## src/rtl/pc_sequencer_pkg.sv

```systemverilog
// Shared definitions for the PC sequencer: state encoding, RV32 opcode
// constants and the sequential PC increment.
package pc_sequencer_pkg;

    typedef enum logic [1:0] {
        ST_RUN   = 2'd0,
        ST_FENCE = 2'd1,
        ST_HALT  = 2'd2
    } seq_state_t;

    localparam logic [6:0]  OPC_JAL    = 7'b1101111;
    localparam logic [6:0]  OPC_JALR   = 7'b1100111;
    localparam logic [6:0]  OPC_FENCE  = 7'b0001111;
    localparam logic [6:0]  OPC_SYSTEM = 7'b1110011;

    localparam logic [31:0] PC_STEP    = 32'd4;

    // True for opcodes that redirect the PC unconditionally.
    function automatic logic is_jump_opcode(input logic [6:0] opcode);
        return (opcode == OPC_JAL) || (opcode == OPC_JALR);
    endfunction

    // True for opcodes that stop or pause sequential fetch.
    function automatic logic is_flow_stop_opcode(input logic [6:0] opcode);
        return (opcode == OPC_FENCE) || (opcode == OPC_SYSTEM);
    endfunction

endpackage

```

## src/rtl/pc_sequencer_if.sv

```systemverilog
// Bundle between the decoder/branch unit and the PC sequencer.
// master = decode side (drives strobes, sees PC), slave = sequencer.
interface pc_sequencer_if;

    logic        take_branch;
    logic        is_jalr;
    logic        is_fence;
    logic        is_ecall;
    logic        is_ebreak;
    logic [31:0] branch_target;
    logic [31:0] jalr_target;
    logic        resume;

    logic [31:0] pc;
    logic [31:0] pc_plus4;
    logic        stall;
    logic        halted;
    logic        misaligned;

    modport master (
        output take_branch, is_jalr, is_fence, is_ecall, is_ebreak,
        output branch_target, jalr_target, resume,
        input  pc, pc_plus4, stall, halted, misaligned
    );

    modport slave (
        input  take_branch, is_jalr, is_fence, is_ecall, is_ebreak,
        input  branch_target, jalr_target, resume,
        output pc, pc_plus4, stall, halted, misaligned
    );

endinterface

```

## src/rtl/pc_fence_timer.sv

```systemverilog
// Down-counter for multi-cycle stalls: load a start value, decrement while
// enabled, done is high whenever the count sits at zero.
module pc_fence_timer (
    input  logic       clk,
    input  logic       rst_n,
    input  logic       load,
    input  logic [7:0] load_value,
    input  logic       dec,
    output logic       done
);

    logic [7:0] count_reg;

    // Load has priority over decrement; decrement saturates at zero.
    always_ff @(posedge clk or negedge rst_n) begin
        if (!rst_n) begin
            count_reg <= 8'd0;
        end else if (load) begin
            count_reg <= load_value;
        end else if (dec && (count_reg != 8'd0)) begin
            count_reg <= count_reg - 8'd1;
        end
    end

    assign done = (count_reg == 8'd0);

endmodule

```

## src/rtl/pc_sequencer.sv

```systemverilog
// Program counter owner for the single-cycle core: sequential fetch,
// branch/jalr redirect with alignment trap, fence pause and ecall/ebreak halt.
// Optional build macro PC_TRACE_STATS_EN adds retired/taken counters.
module pc_sequencer
    import pc_sequencer_pkg::*;
#(
    parameter logic [31:0] RESET_PC     = 32'h0000_0000,
    parameter int          FENCE_CYCLES = 4
) (
    input  logic            clk,
    input  logic            rst_n,
    pc_sequencer_if.slave   bus
`ifdef PC_TRACE_STATS_EN
    ,
    output logic [31:0]     retired_cnt,
    output logic [31:0]     taken_cnt
`endif
);

    localparam logic [7:0] FENCE_LOAD = 8'(FENCE_CYCLES - 1);

    seq_state_t  state_reg;
    logic [31:0] pc_reg;
    logic        misaligned_reg;

    logic        halt_req;
    logic        redirect_req;
    logic [31:0] redirect_target;
    logic        target_ok;
    logic [31:0] pc_next_seq;
    logic        timer_load;
    logic        timer_dec;
    logic        timer_done;

    // Decode of the RUN-state request and redirect target.
    always_comb begin
        halt_req        = bus.is_ecall | bus.is_ebreak;
        redirect_req    = bus.is_jalr | bus.take_branch;
        redirect_target = bus.is_jalr ? (bus.jalr_target & ~32'd1)
                                      : bus.branch_target;
        target_ok       = ~redirect_target[1];
        pc_next_seq     = pc_reg + PC_STEP;
        timer_load      = (state_reg == ST_RUN) && !halt_req && bus.is_fence;
        timer_dec       = (state_reg == ST_FENCE);
    end

    pc_fence_timer u_fence_timer (
        .clk        (clk),
        .rst_n      (rst_n),
        .load       (timer_load),
        .load_value (FENCE_LOAD),
        .dec        (timer_dec),
        .done       (timer_done)
    );

    // Sequencer FSM owning pc, state and the sticky misaligned flag.
    always_ff @(posedge clk or negedge rst_n) begin
        if (!rst_n) begin
            state_reg      <= ST_RUN;
            pc_reg         <= RESET_PC;
            misaligned_reg <= 1'b0;
        end else begin
            case (state_reg)
                ST_RUN: begin
                    if (halt_req) begin
                        state_reg <= ST_HALT;
                    end else if (bus.is_fence) begin
                        state_reg <= ST_FENCE;
                    end else if (redirect_req) begin
                        if (target_ok) begin
                            pc_reg <= redirect_target;
                        end else begin
                            misaligned_reg <= 1'b1;
                            state_reg      <= ST_HALT;
                        end
                    end else begin
                        pc_reg <= pc_next_seq;
                    end
                end
                ST_FENCE: begin
                    if (timer_done) begin
                        pc_reg    <= pc_next_seq;
                        state_reg <= ST_RUN;
                    end
                end
                ST_HALT: begin
                    if (bus.resume) begin
                        pc_reg         <= pc_next_seq;
                        misaligned_reg <= 1'b0;
                        state_reg      <= ST_RUN;
                    end
                end
                default: begin
                    state_reg <= ST_RUN;
                end
            endcase
        end
    end

    assign bus.pc         = pc_reg;
    assign bus.pc_plus4   = pc_next_seq;
    assign bus.stall      = (state_reg == ST_FENCE);
    assign bus.halted     = (state_reg == ST_HALT);
    assign bus.misaligned = misaligned_reg;

`ifdef PC_TRACE_STATS_EN
    logic        retire_evt;
    logic        taken_evt;
    logic [31:0] retired_reg;
    logic [31:0] taken_reg;

    // Events mirror the PC updates made by the FSM outside HALT.
    always_comb begin
        taken_evt  = (state_reg == ST_RUN) && !halt_req && !bus.is_fence &&
                     redirect_req && target_ok;
        retire_evt = taken_evt ||
                     ((state_reg == ST_RUN) && !halt_req && !bus.is_fence &&
                      !redirect_req) ||
                     ((state_reg == ST_FENCE) && timer_done);
    end

    // Free-running wrap-around statistics counters.
    always_ff @(posedge clk or negedge rst_n) begin
        if (!rst_n) begin
            retired_reg <= 32'd0;
            taken_reg   <= 32'd0;
        end else begin
            if (retire_evt) retired_reg <= retired_reg + 32'd1;
            if (taken_evt)  taken_reg   <= taken_reg + 32'd1;
        end
    end

    assign retired_cnt = retired_reg;
    assign taken_cnt   = taken_reg;
`endif

endmodule

```

## src/flat_wrapper.sv

```systemverilog
// flat-port wrapper written by rule: the top's interface ports become plain ports
module pc_sequencer_flat import pc_sequencer_pkg::*;
#(
    parameter logic [31:0] RESET_PC     = 32'h0000_0000,
    parameter int          FENCE_CYCLES = 4
)
  (clk, rst_n, bus_take_branch, bus_is_jalr, bus_is_fence, bus_is_ecall, bus_is_ebreak, bus_branch_target, bus_jalr_target, bus_resume, bus_pc, bus_pc_plus4, bus_stall, bus_halted, bus_misaligned);
  pc_sequencer_if bus_i ();
  input  logic clk;
  input  logic rst_n;
  input wire logic [$bits(bus_i.take_branch)-1:0] bus_take_branch;
  input wire logic [$bits(bus_i.is_jalr)-1:0] bus_is_jalr;
  input wire logic [$bits(bus_i.is_fence)-1:0] bus_is_fence;
  input wire logic [$bits(bus_i.is_ecall)-1:0] bus_is_ecall;
  input wire logic [$bits(bus_i.is_ebreak)-1:0] bus_is_ebreak;
  input wire logic [$bits(bus_i.branch_target)-1:0] bus_branch_target;
  input wire logic [$bits(bus_i.jalr_target)-1:0] bus_jalr_target;
  input wire logic [$bits(bus_i.resume)-1:0] bus_resume;
  output wire logic [$bits(bus_i.pc)-1:0] bus_pc;
  output wire logic [$bits(bus_i.pc_plus4)-1:0] bus_pc_plus4;
  output wire logic [$bits(bus_i.stall)-1:0] bus_stall;
  output wire logic [$bits(bus_i.halted)-1:0] bus_halted;
  output wire logic [$bits(bus_i.misaligned)-1:0] bus_misaligned;
  assign bus_i.take_branch = bus_take_branch;
  assign bus_i.is_jalr = bus_is_jalr;
  assign bus_i.is_fence = bus_is_fence;
  assign bus_i.is_ecall = bus_is_ecall;
  assign bus_i.is_ebreak = bus_is_ebreak;
  assign bus_i.branch_target = bus_branch_target;
  assign bus_i.jalr_target = bus_jalr_target;
  assign bus_i.resume = bus_resume;
  assign bus_pc = bus_i.pc;
  assign bus_pc_plus4 = bus_i.pc_plus4;
  assign bus_stall = bus_i.stall;
  assign bus_halted = bus_i.halted;
  assign bus_misaligned = bus_i.misaligned;
  pc_sequencer #(.RESET_PC(RESET_PC), .FENCE_CYCLES(FENCE_CYCLES)) u_core (.clk(clk), .rst_n(rst_n), .bus(bus_i));
endmodule
```

## config.mk

```make
export PLATFORM = sky130hd
export DESIGN_NAME = pc_sequencer_flat
export DESIGN_NICKNAME = d
export VERILOG_FILES = /design/src/rtl/pc_sequencer_pkg.sv /design/src/rtl/pc_sequencer_if.sv /design/src/rtl/pc_fence_timer.sv /design/src/rtl/pc_sequencer.sv /design/src/flat_wrapper.sv
export SDC_FILE = /design/constraint.sdc
export NUM_CORES = 1
export LEC_CHECK = 0
export CAP_MARGIN = 30
export CORE_ASPECT_RATIO = 1.1
export CORE_MARGIN = 5
export CORE_UTILIZATION = 25
export DETAILED_ROUTE_END_ITERATION = 10
export PLACE_DENSITY = 0.55
export SYNTH_ARGS = -nofsm -noshare
export SYNTH_HDL_FRONTEND = slang
export SYNTH_SLANG_ARGS = --single-unit
```

## constraint.sdc

```tcl
create_clock -name clk -period 1.8 [get_ports clk]
set_input_delay 0.27 -clock clk [delete_from_list [all_inputs] [get_ports clk]]
set_output_delay 0.27 -clock clk [all_outputs]
set_load 0.005 [all_outputs]
```

==> metrics.cfg, run 1 <==
[die]
num_rows = 44
floorplan.initialDensity = 0.252
core_um2 = 13000
num_io_pins = 139
dieWidth_um = 119
dieArea_um2 = 15500
die_h_um = 130

[cells_and_area]
final_cell_area_um2 = 7000
antenna-diode-count = 0
area_growth_pct = 113
final_util = 0.536
nets = 734
drive_gt1_frac = 0.505
largest_reg_flops = 31

[sta]
hold_viol_final = 0
rsz0062_at_grt = true
relSlewSlack = 0.639
timing.final.crit_share = 1.27
finalCriticalPeriod_ns = 2.29
fmax_mhz = 436
slew_violations = 0
setup_viol = 54
fin_tns_setup_ns = -11.43
fin_worst_skew_ns = 0.00602
setup_ws_ns = -0.495
max_slew.worst_pin.slew_ns = 0.541

[global_route]
grt_pass1_vias = 4103
grt_pass1_wl_um = 21200
overflow = 0
grt_max_degree = 47
track_usage = 0.164
antenna_found_initial = 0

[setup_path]
max_stage_delay_ns = 0.39
cp.buffers_inverters = 4
worst-path-stages = 9
crit_start = u_core.bus.pc[2]
cp.required_ns = 1.53
worstSetupPathType = flip-flop to output port
arrival_ns = 2.02
r2r_slack_ns = -0.27
crit_path_end_kind = output port
start_kind = flip-flop
critPathMostFrequentCell = buf_4
rr_startpoint = u_core.bus.pc[2]
r2r_end = u_core.bus.pc[22]
critPathTopFamily = buffers and inverters
slowest_stage = dfrtp_2
cp_max_fo = 4
rr_worst_depth = 12
critPathCapture = bus_pc_plus4[28]
worstPathCellList = ha_4 > nand4_1 > buf_4 > nor4_4 > buf_4 > buf_6 > and4_4 > xor2_1 > buf_2

[power]
powerDensity_nw_per_um2 = 1520
p_leak_nw = 3.05
combPwrFrac = 0.753
switching_share = 0.409
p_clk_frac = 0.085
irDropWorstVdd_mv = 0.856
p_seq_frac = 0.162
p_sw_mw = 4.34
internal_power_mw = 6.27

[clocking]
clk_latency_ns = 0.28
cts_root_buf = clkbuf_16
numCtsBuffers = 5
cts.htree.levels = 2
max-clock-path-buffers = 2
cts_tree = yes
cts.sinks = 42
path_clk_slew_ns = 0.06

[yosys]
synth_top_family_by_area = simple AND/OR/NAND/NOR gates
yosys.area_share.simple = 0.204
syn_area_um2 = 3290
syn-mean-instance-area_um2 = 8.49
synth_mux_area_frac = 0.0978
synthAdderAreaFrac = 0.0266
ys_seq_elements = 42
synthArstFlopShare = 1.00
yosys_warnings = 0
synthXorXnorAreaFrac = 0.0906
synth_cell_types = 48
synth-compound-area-share = 0.203
synth_edf_count = 0
dominantRegCellSynth = dfrtp_1
yosysSeqAreaShare = 0.320
synthCells = 387

[min_path]
hp-class = input port to asynchronous set/reset pin

[detailed_routing]
firstDrtPassIters = 4
remaining_drc_errors = 0
viasPerCell = 4.89
routedWlPerCell_um = 16.2
drt_iter0_markers = 162
wl_um = 13200
via_count = 3996
drtAntennaViolNets = 0

[placed_design]
dpl.hpwl_um = 9310
io_buffers = 135
post_dp_cell_area_um2 = 5560
place_congestion = 0.811
pre_cts_ws_ns = -0.613

[status]
failed_checks = setup timing
status = finished with violations

[job]
cap_violations = 0

==> placed cells by master (no fill, tap or decap), drive strengths merged, types with 4 or more instances in the layout <==
cell type,count
o21ai,22
buf,183
dlygate4sd2,5
clkbuf,7
nor4,6
nand3,21
nor3,7
o22a,4
inv,12
xor2,13
xnor2,21
nand2,31
mux2i,13
o22ai,16
and3,9
clkdlybuf4s50,99
ha,7
a21oi,29
nand4,9
mux2,17
nor2,31
dfrtp,42
a2bb2oi,13
==> cells in the mapped netlist (2+ instances only) <==
cell type / count / area, µm²
dfrtp_1: 42 / 1050
nand2_1: 31 / 116
nor2_1: 31 / 116
a21oi_1: 29 / 145
nand3_1: 21 / 105
o21ai_0: 21 / 105
xnor2_1: 21 / 184
clkbuf_1: 19 / 71.3
mux2_2: 17 / 191
o22ai_1: 16 / 100
a2bb2oi_1: 13 / 114
mux2i_1: 13 / 130
xor2_1: 13 / 114
inv_1: 12 / 45.0
and3_1: 9 / 56.3
nand4_1: 9 / 56.3
ha_1: 7 / 87.6
nor3_1: 7 / 35.0
o22a_1: 4 / 35.0
and2_1: 3 / 18.8
buf_1: 3 / 11.3
buf_2: 3 / 15.0
buf_4: 3 / 22.5
nand4b_1: 3 / 26.3
nor4_1: 3 / 18.8
o2bb2ai_1: 3 / 26.3
a211oi_1: 2 / 15.0
a22o_1: 2 / 17.5
a31oi_1: 2 / 12.5
buf_6: 2 / 22.5
nand2b_1: 2 / 12.5
nor2b_1: 2 / 12.5
nor4_4: 2 / 42.5
or2_2: 2 / 12.5
or3_1: 2 / 12.5
==> power groups by stage <==
stage                     clock network [mW]  logic, mW  registers (mW)
after floorplan                            0       2.54            1.91
after global placement                     0       5.95            1.68
after detailed placement                   0       6.04            1.68
after CTS                              0.924       7.12            1.70
after global routing                   0.966       8.58            1.76
final                                  0.906       7.99            1.72
==> area by class of cell <==
type / count / area (µm²)
clock buffers: 7 / 143
clock inverters: 1 / 5.00
fillers: 1107 / 6050
inverters: 12 / 45.0
multi-input cells: 304 / 2860
flip-flops and latches: 42 / 1050
well taps: 161 / 201
repair buffers: 290 / 2690
==> stage by stage <==
| step | power, mW | hold WS [ns] | cells |
|---|---|---|---|
| 2_1_floorplan | 4.45 | -0.0256 | 388 |
| 3_3_place_gp | 7.63 | 0.272 | 753 |
| 3_5_place_dp | 7.72 | 0.280 | 753 |
| 4_1_cts | 9.74 | 0.514 | 804 |
| 5_1_grt | 11.3 | 0.575 | 817 |
| 6_report | 10.6 | 0.503 | 817 |
==> kinds of logic after synthesis <==
family,after synthesis
multiplexers,30
XOR/XNOR,34
other,1
AO/OA/AOI/OAI,101
adder cells (fa/ha/maj),7
AND/OR/NAND/NOR,130
buffers and inverters,42
flip-flops,42
==> metal layers <==
layer  vias up  track usage  wire length [µm]
met5         -            0                 0
met4         0       0.0276                77
met3         6       0.0325               651
met2       103        0.288              6760
met1      1951        0.214              5760
li1       1936            -                 -
==> worst min path at each step <==
| stage | end | slack (ns) | depth (start not counted) |
|---|---|---|---|
| 6_report | u_core.bus.misaligned | 0.50 | 2 |
| 5_1_grt | u_core.u_fence_timer.count_reg[6] | 0.58 | 2 |
| 4_1_cts | u_core.state_reg[0] | 0.51 | 2 |
| 3_5_place_dp | u_core.bus.misaligned | 0.28 | 1 |
| 3_3_place_gp | u_core.bus.misaligned | 0.27 | 1 |
| 2_1_floorplan | u_core.bus.misaligned | -0.03 | 0 |
==> repair_timing <==
action	in CTS	in global routing
hold buffers	1	0
setup buffers	43	23
gates cloned	4	0
hold endpoints to repair	20	0
resized for setup	247	83
pin swaps	54	34
endpoints found under the setup margin	64	69
Note: power is estimated with default switching activity, not from simulation.
==> run 2, diff against run 1 <==
Settings changed: CELL_PAD_IN_SITES_DETAIL_PLACEMENT set to 1, CELL_PAD_IN_SITES_GLOBAL_PLACEMENT set to 1, PLACE_DENSITY 0.55 to 0.72.
==> metrics.cfg, run 2 (synthesized netlist as in run 1, its figures left out) <==
[cells_and_area]
final_util = 0.563  ; +0.0269
antenna-diode-count = 0  ; unchanged
final_cell_mix = 105 x buf_4, 100 x clkdlybuf4s50_1, 45 x buf_6, 39 x dfrtp_1, 28 x buf_2
layout_commonest_cell = buf_4
drive_gt1_frac = 0.533  ; +0.0283
final_cell_area_um2 = 7350  ; +5.0%
fin_cells = 831  ; +1.7%
area_growth_pct = 124
nets = 748  ; +1.9%
multi_input_area_um2 = 2970  ; +4.1%
final-seq-area_um2 = 1050  ; +0.12%
largest_reg_flops = 31  ; unchanged
fillerInstances = 1405  ; +27%

[die]
dieArea_um2 = 15500  ; unchanged
num_io_pins = 139  ; unchanged
core_um2 = 13000  ; unchanged
num_rows = 44  ; unchanged
die_h_um = 130  ; unchanged
floorplan.initialDensity = 0.252  ; unchanged
dieWidth_um = 119  ; unchanged

[power]
p_sw_mw = 5.45  ; +25%
p_clk_frac = 0.100  ; +0.015
irDropWorstVdd_mv = 0.752  ; -12%
power.total_mw = 12.3  ; +16%
p_seq_frac = 0.146  ; -0.016
powerDensity_nw_per_um2 = 1680  ; +11%
p_leak_nw = 3.19  ; +4.6%
switching_share = 0.442  ; +0.0328
internal_power_mw = 6.88  ; +9.7%
combPwrFrac = 0.754  ; about the same

[status]
status = finished with violations
failed_checks = setup timing

[global_route]
overflow = 0  ; unchanged
antenna_found_initial = 0  ; unchanged
grt_pass1_vias = 4944  ; +20%
track_usage = 0.226  ; +0.0619
grt_pass1_wl_um = 27600  ; +31%
grt_max_degree = 29  ; -38%

[setup_path]
arrival_ns = 2.13  ; +0.11 ns
rr_worst_depth = 8  ; -4
start_kind = flip-flop
r2r_end = u_core.bus.pc[2]
worstSetupPathType = flip-flop to output port
slowest_stage = dfrtp_1
critPathCapture = bus_pc_plus4[19]
cp_max_fo = 2  ; -2
cp.required_ns = 1.53  ; about the same
crit_start = u_core.bus.pc[3]
max_stage_delay_ns = 0.41  ; +0.02 ns
worstPathCellList = buf_4 > buf_6 > nand2_8 > buf_6 > nor4_4 > buf_4 > buf_6 > nand3_4 > xnor2_2 > buf_2
rr_startpoint = u_core.u_fence_timer.count_reg[5]
r2r_slack_ns = -0.49  ; -0.22 ns
crit_path_end_kind = output port
critPathMostFrequentCell = buf_6

[job]
cap_violations = 0  ; unchanged

[clocking]
numCtsBuffers = 5  ; unchanged
clk_latency_ns = 0.30  ; +0.02 ns
cts_root_buf = clkbuf_16
cts_tree = yes
cts.sinks = 42  ; unchanged
path_clk_slew_ns = 0.07  ; about the same
cts.htree.levels = 2  ; unchanged
max-clock-path-buffers = 2  ; unchanged

[sta]
rsz0062_at_grt = true
fin_worst_skew_ns = 0.00969  ; +0.00368 ns
max_slew.worst_pin.slew_ns = 0.608  ; +0.0676 ns
timing.final.crit_share = 1.33  ; +0.0583
finalCriticalPeriod_ns = 2.40  ; +0.105 ns
setup_viol = 63  ; +17%
slew_violations = 0  ; unchanged
holdWs_ns = 0.508  ; +0.00506 ns
hold_viol_final = 0  ; unchanged
fin_tns_setup_ns = -19.99  ; -8.56 ns
fmax_mhz = 417  ; -4.4%
relSlewSlack = 0.594  ; -0.0451
setup_ws_ns = -0.599  ; -0.105 ns

[placed_design]
io_buffers = 135  ; unchanged
place_congestion = 0.858  ; +5.8%
dpl.hpwl_um = 10900  ; +17%
pre_cts_ws_ns = -0.651  ; -0.0384 ns
post_dp_cell_area_um2 = 5560  ; about the same
placed_cells = 755  ; +0.27%

[detailed_routing]
wl_um = 20800  ; +57%
remaining_drc_errors = 0  ; unchanged
routedWlPerCell_um = 25.0  ; +54%
viasPerCell = 5.42  ; +11%
drtAntennaViolNets = 0  ; unchanged
drt_iter0_markers = 299  ; +85%
firstDrtPassIters = 4  ; unchanged
via_count = 4503  ; +13%

[min_path]
hp-class = input port to asynchronous set/reset pin

run 2: area by class of cell:
cell class,instances,area share
well taps,161,0.0274
repair buffers,304,0.391
clock inverters,3,0.00936
inverters,12,0.00647
flip-flops and latches,42,0.144
multi-input cells,304,0.405
clock buffers,5,0.0170
run 2: worst min path at each step:
stage                from                                 to  slack [ns]  depth (start not counted)
global placement    rst_n              u_core.bus.misaligned        0.28                          1
floorplan           rst_n              u_core.bus.misaligned       -0.03                          0
detailed placement  rst_n              u_core.bus.misaligned        0.29                          1
CTS                 rst_n                   u_core.bus.pc[0]        0.52                          2
global route        rst_n  u_core.u_fence_timer.count_reg[1]        0.57                          2
finish              rst_n                   u_core.bus.pc[0]        0.51                          2
run 2: critical path: cells and delay by family (launching register included):
family                 cells  cell delay (ns)
XOR/XNOR                   1             0.14
buffers and inverters      6             0.81
flip-flops                 1             0.41
AND/OR/NAND/NOR            3             0.49
run 2: what timing repair did:
action / CTS / global route
setup buffers: 47 / 23
hold buffers: 1 / 0
gates cloned: 5 / 0
endpoints found under the setup margin: 64 / 62
hold endpoints to repair: 21 / 0
resized for setup: 283 / 85
pin swaps: 60 / 48
run 2: routing by layer:
| metal | vias to the layer above | track usage | share of wire |
|---|---|---|---|
| li1 | 1967 | - | - |
| met1 | 2267 | 0.250 | 0.38 |
| met2 | 199 | 0.429 | 0.52 |
| met3 | 70 | 0.0433 | 0.059 |
| met4 | 0 | 0.0869 | 0.042 |
| met5 | - | 0 | 0 |
run 2: power by group through the flow:
stage / registers (mW) / clock network (mW) / logic (mW)
6_report: 1.80 / 1.24 / 9.29
2_1_floorplan: 1.91 / 0 / 2.54
3_5_place_dp: 1.71 / 0 / 6.18
3_3_place_gp: 1.67 / 0 / 5.97
5_1_grt: 1.83 / 1.26 / 9.70
4_1_cts: 1.73 / 1.21 / 7.84
==> run 3, diff against run 2 <==
Settings changed: CORE_UTILIZATION 25 to 28, PLACE_DENSITY 0.72 to 0.79.
==> metrics.cfg, run 3 (synthesized netlist as in run 1, its figures left out) <==
[setup_path]
critPathMostFrequentCell = buf_4
start_kind = flip-flop
max_stage_delay_ns = 0.53  ; +0.12 ns
slowest_stage = o21ai_0
crit_path_end_kind = flip-flop
r2r_slack_ns = -0.64  ; -0.15 ns
arrival_ns = 2.58  ; +0.45 ns
cp.required_ns = 1.93  ; +0.40 ns
worstSetupPathType = flip-flop to flip-flop
worstPathCellList = inv_2 > buf_4 > ha_1 > or2_4 > buf_4 > o21ai_0 > a22oi_2
cp_max_fo = 19  ; +17

[detailed_routing]
drt_iter0_markers = 230  ; -23%
wl_um = 24600  ; +18%
via_count = 4823  ; +7.1%
drtAntennaViolNets = 0  ; unchanged
firstDrtPassIters = 6  ; +2
viasPerCell = 5.73  ; +5.8%
remaining_drc_errors = 0  ; unchanged
routedWlPerCell_um = 29.2  ; +17%

[cells_and_area]
final_cell_area_um2 = 7620  ; +3.7%
fillerInstances = 1224  ; -13%
nets = 769  ; +2.8%
fin_cells = 841  ; +1.2%
multi_input_area_um2 = 3110  ; +4.4%
layout_commonest_cell = buf_4
final-seq-area_um2 = 1050  ; -0.12%
largest_reg_flops = 31  ; unchanged
drive_gt1_frac = 0.554  ; +0.0214
area_growth_pct = 132
final_cell_mix = 123 x buf_4, 98 x clkdlybuf4s50_1, 49 x buf_6, 40 x dfrtp_1, 28 x buf_2
final_util = 0.663  ; +0.0997
antenna-diode-count = 0  ; unchanged

[global_route]
track_usage = 0.303  ; +0.0773
grt_max_degree = 36  ; +24%
overflow = 0  ; unchanged
grt_pass1_wl_um = 32200  ; +16%
antenna_found_initial = 0  ; unchanged
grt_pass1_vias = 5264  ; +6.5%

[die]
die_h_um = 124  ; -5.1%
floorplan.initialDensity = 0.286  ; +0.0341
num_rows = 41  ; -6.8%
dieArea_um2 = 14000  ; -9.9%
core_um2 = 11500  ; -12%
num_io_pins = 139  ; unchanged
dieWidth_um = 113  ; -5.0%

[sta]
finalCriticalPeriod_ns = 2.44  ; +0.0445 ns
fin_worst_skew_ns = 0.00738  ; -0.00232 ns
holdWs_ns = 0.495  ; -0.0128 ns
fin_tns_setup_ns = -28.68  ; -8.68 ns
rsz0062_at_grt = true
slew_violations = 0  ; unchanged
timing.final.crit_share = 1.36  ; +0.0247
max_slew.worst_pin.slew_ns = 0.595  ; -0.0134 ns
setup_viol = 70  ; +11%
hold_viol_final = 0  ; unchanged
fmax_mhz = 409  ; -1.8%
setup_ws_ns = -0.644  ; -0.0445 ns
relSlewSlack = 0.599  ; +0.00472

[clocking]
numCtsBuffers = 5  ; unchanged
max-clock-path-buffers = 2  ; unchanged
cts.htree.levels = 2  ; unchanged
clk_latency_ns = 0.31  ; about the same
cts_tree = yes
path_clk_slew_ns = 0.07  ; about the same
cts_root_buf = clkbuf_16
cts.sinks = 42  ; unchanged

[power]
switching_share = 0.461  ; +0.0189
p_sw_mw = 6.07  ; +12%
internal_power_mw = 7.11  ; +3.4%
combPwrFrac = 0.776  ; +0.022
p_clk_frac = 0.085  ; -0.015
p_leak_nw = 3.34  ; +4.9%
p_seq_frac = 0.139  ; -0.007
powerDensity_nw_per_um2 = 1730  ; +3.2%
irDropWorstVdd_mv = 0.951  ; +27%
power.total_mw = 13.2  ; +7.0%

[placed_design]
post_dp_cell_area_um2 = 5530  ; -0.56%
pre_cts_ws_ns = -0.587  ; +0.0641 ns
dpl.hpwl_um = 10900  ; -0.34%
io_buffers = 135  ; unchanged
place_congestion = 0.860  ; +0.19%
placed_cells = 740  ; -2.0%

[job]
cap_violations = 0  ; unchanged

[status]
failed_checks = setup timing
status = finished with violations

[min_path]
hp-class = input port to asynchronous set/reset pin

## run 3: worst paths after layout
check                                           start                    end  cells past startpoint
worst max-delay path              u_core.state_reg[1]      u_core.bus.pc[15]                      7
max in group asynchronous                       rst_n      u_core.bus.pc[21]                      3
worst min register to register  u_core.bus.misaligned  u_core.bus.misaligned                      2
worst min-delay path                            rst_n    u_core.state_reg[0]                      2
min in group clk                u_core.bus.misaligned  u_core.bus.misaligned                      2
worst max register to register    u_core.state_reg[1]      u_core.bus.pc[15]                      7
## run 3: final cells by class
cell class	count	area share
well taps	150	0.0246
multi-input cells	304	0.408
clock inverters	3	0.00591
flip-flops and latches	42	0.138
clock buffers	5	0.0164
inverters	12	0.00591
repair buffers	325	0.401
## run 3: critical path, delay by kind of cell (launching register included)
kind | cells | cell delay, ns
flops | 1 | 0.40
buf+inv | 3 | 0.47
compound gates | 2 | 0.72
simple gates | 1 | 0.34
fa+ha+maj | 1 | 0.32
## run 3: layer usage
layer | vias to the layer above | part of all wire | GRT usage
li1 | 2002 | - | -
met1 | 2417 | 0.36 | 0.324
met2 | 283 | 0.49 | 0.544
met3 | 121 | 0.070 | 0.0884
met4 | 0 | 0.071 | 0.157
met5 | - | 0 | 0
## run 3: power groups by stage
| stage | registers [mW] | clock network, mW | logic, mW |
|---|---|---|---|
| 4_1_cts | 1.69 | 1.07 | 8.23 |
| 3_3_place_gp | 1.66 | 0 | 5.89 |
| 6_report | 1.83 | 1.12 | 10.2 |
| 5_1_grt | 1.84 | 1.16 | 10.6 |
| 3_5_place_dp | 1.70 | 0 | 6.15 |
| 2_1_floorplan | 1.91 | 0 | 2.54 |
## run 3: timing repair
action                                 4_1_cts  5_1_grt
buffers inserted                            55       46
cloned                                       7        0
setup endpoints to repair                   64       73
endpoints found under the hold margin       20        0
hold buffers                                 1        0
resized for setup                          285      107
pin swaps                                   58       57
==> RTL edit, RTL diff (config.mk and constraints of run 2) <==
Encoding of `seq_state_t`: now one-hot (3 bits for 3 states).
--- a/src/rtl/pc_sequencer_pkg.sv
+++ b/src/rtl/pc_sequencer_pkg.sv
@@ -4,6 +4,6 @@
 
-    typedef enum logic [1:0] {
-        ST_RUN   = 2'd0,
-        ST_FENCE = 2'd1,
-        ST_HALT  = 2'd2
+    typedef enum logic [2:0] {
+        ST_RUN   = 3'b001,
+        ST_FENCE = 3'b010,
+        ST_HALT  = 3'b100
     } seq_state_t;
Check against the original RTL: same outputs for any inputs over 4 cycles, from zero or initial values and one cycle with rst_n low; so few cycles prove little.
==> RTL edit against run 2 <==
The flow still finishes with violations (setup timing). Cell area decreased by 6.1%. Count of clock-buffer cells in the layout increased by 2. Total power decreased by 24%. Worst setup slack improved by 0.082 ns. Utilization decreased by 3.4 points. Sequential cell count increased by 1. Critical endpoint is now bus_pc_plus4[25]. Final cell count decreased by 3.2%. Wire length decreased by 19%. Global-route usage decreased by 1.9 points. Synthesized area about the same. Critical path type unchanged.
==> RTL edit: results (changes against run 2) <==
| Metric | Value |
|---|---|
| Vias in the first global route | 4,664 (-5.7%) |
| Placed cell areas | 0.005580 sq mm (+0.38%) |
| Grt met3 use | 3.251% (-1.1 points) |
| Leakage Power | 3.035 nW (-4.8%) |
| Post-Place Worst Slack | -0.5586 ns (+0.09269 ns) |
| First-pass GRT wire length | 25,590 um (-7.4%) |
| Failing checks | setup timing |
| Nets | 717 (-4.1%) |
| Peak supply drop | 0.4949 mV (-34%) |
| Worst r2r src | u_core.bus.pc[6] |
| Initial antenna violation count | 0 (unchanged) |
| Finished Layout Cells | 804 (-3.2%) |
| Cell variety after synth | 64 (+33%) |
| Port Buf Inserts | 135 (unchanged) |
| Wire length on met2 | 9082 um (-15%) |
| FFs w/ async S/R, synth | 100.0% (unchanged) |
| Final wirelength | 16,860 um (-19%) |
| Met2 Use GR | 40.64% (-2.3 points) |
| Placed insts | 745 (-1.3%) |
| Largest cells by area after synthesis | dfrtp_1, mux2i_1, xnor2_1, nand2_1, xor2_1 |
| Synth top cells by count | dfrtp_1, nand2_1, nor2_1 |
| Metal-1 WL | 6610 um (-17%) |
| CP Launch Point | u_core.bus.pc[3] |
| Reg2Reg Setup Slack | -0.26 ns (+0.23 ns) |
| Status | finished, violations left |
| Worst-skew pair later-pin latency | 0.28 ns (-0.02 ns) |
| Worst R2R End | u_core.bus.pc[20] |
| Setup-failing EPs final | 50 (-21%) |
| Cells after Synth | 374 (-3.4%) |
| Crit path capture | bus_pc_plus4[25] |
| Met3 Routed Length | 760 um (-38%) |
| Skew final | 0.004761 ns (-0.004933 ns) |
| DR iter-0 viols | 155 (-48%) |
| Sequential area share after synthesis | 32.79% (+0.81 points) |
| Grt met1 use | 23.42% (-1.6 points) |
| Overall routing resource usage | 20.75% (-1.9 points) |
| Final WS setup | -0.5170 ns (+0.08246 ns) |
| Via count | 4,150 (-7.8%) |
| Pin count of the biggest net entering global routing | 41 (+41%) |
| Final Wtd Congestion | 0.7903 (-7.9%) |
| R2R depth | 9 (+1) |
| HPWL Detailed | 10,610 um (-2.8%) |
-- RTL edit: cell types whose count changed after synthesis, sizes merged, moves of 5 or more --
cell and delta:
clkbuf -10, o22ai -6, a2bb2oi -6, nand2 +6, inv -6, mux2i +7, mux2 -10, a21oi -5
buf +6
-- RTL edit: cell families (layout without fill, tap and decap cells) --
family                     Yosys count  after routing  share of synthesized area [%]
other                                1              2                         0.1141
muxes                               27             27                          8.492
DFF                                 43             43                          32.79
adders and majority gates            3              3                          1.143
xor gates and xnor gates            34             34                          9.063
buffers and inverters               32            300                          4.455
AOI/OAI and AO/OA                   98             98                          21.52
and+or+nand+nor                    136            136                          22.43
-- RTL edit: worst max-delay path, stage by stage (launching register included) --
cell and delay (ns):
dfrtp_1 0.37, nand4_1 0.13, buf_4 0.16, or4_4 0.42, buf_6 0.15, nor3_4 0.22
xnor2_2 0.16, buf_2 0.16
-- RTL edit: final cells by class --
class	count	area [sq um]
clock buffer	7	142.6
clock inverter	1	5.005
fill	1465	6148
inverter	6	22.52
multi-input combinational	300	2743
sequential	43	1081
tap	161	201.4
timing repair buffer	286	2704
-- RTL edit: where the power goes --
group | switching, mW | internal (mW) | total [mW]
logic | 3.06 | 3.50 | 6.56
registers | 0.405 | 1.43 | 1.84
clock network | 0.379 | 0.551 | 0.930
-- RTL edit: repair_timing --
item | 4_1_cts | 5_1_grt
cloned | 6 | 0
pin swaps | 62 | 51
buffers inserted | 42 | 18
setup endpoints to repair | 62 | 68
gates resized for setup | 238 | 67
hold buffers | 1 | 0
endpoints found under the hold margin | 3 | 0
-- RTL edit: metrics by stage --
step / setup TNS [ns] / hold WS [ns]
detailed placement: -22.75 / 0.09769
global placement: -20.28 / 0.09345
CTS: -11.51 / 0.3208
floorplan: -0.4187 / -0.02559
global route: -15.81 / 0.3321
finish: -10.92 / 0.3210
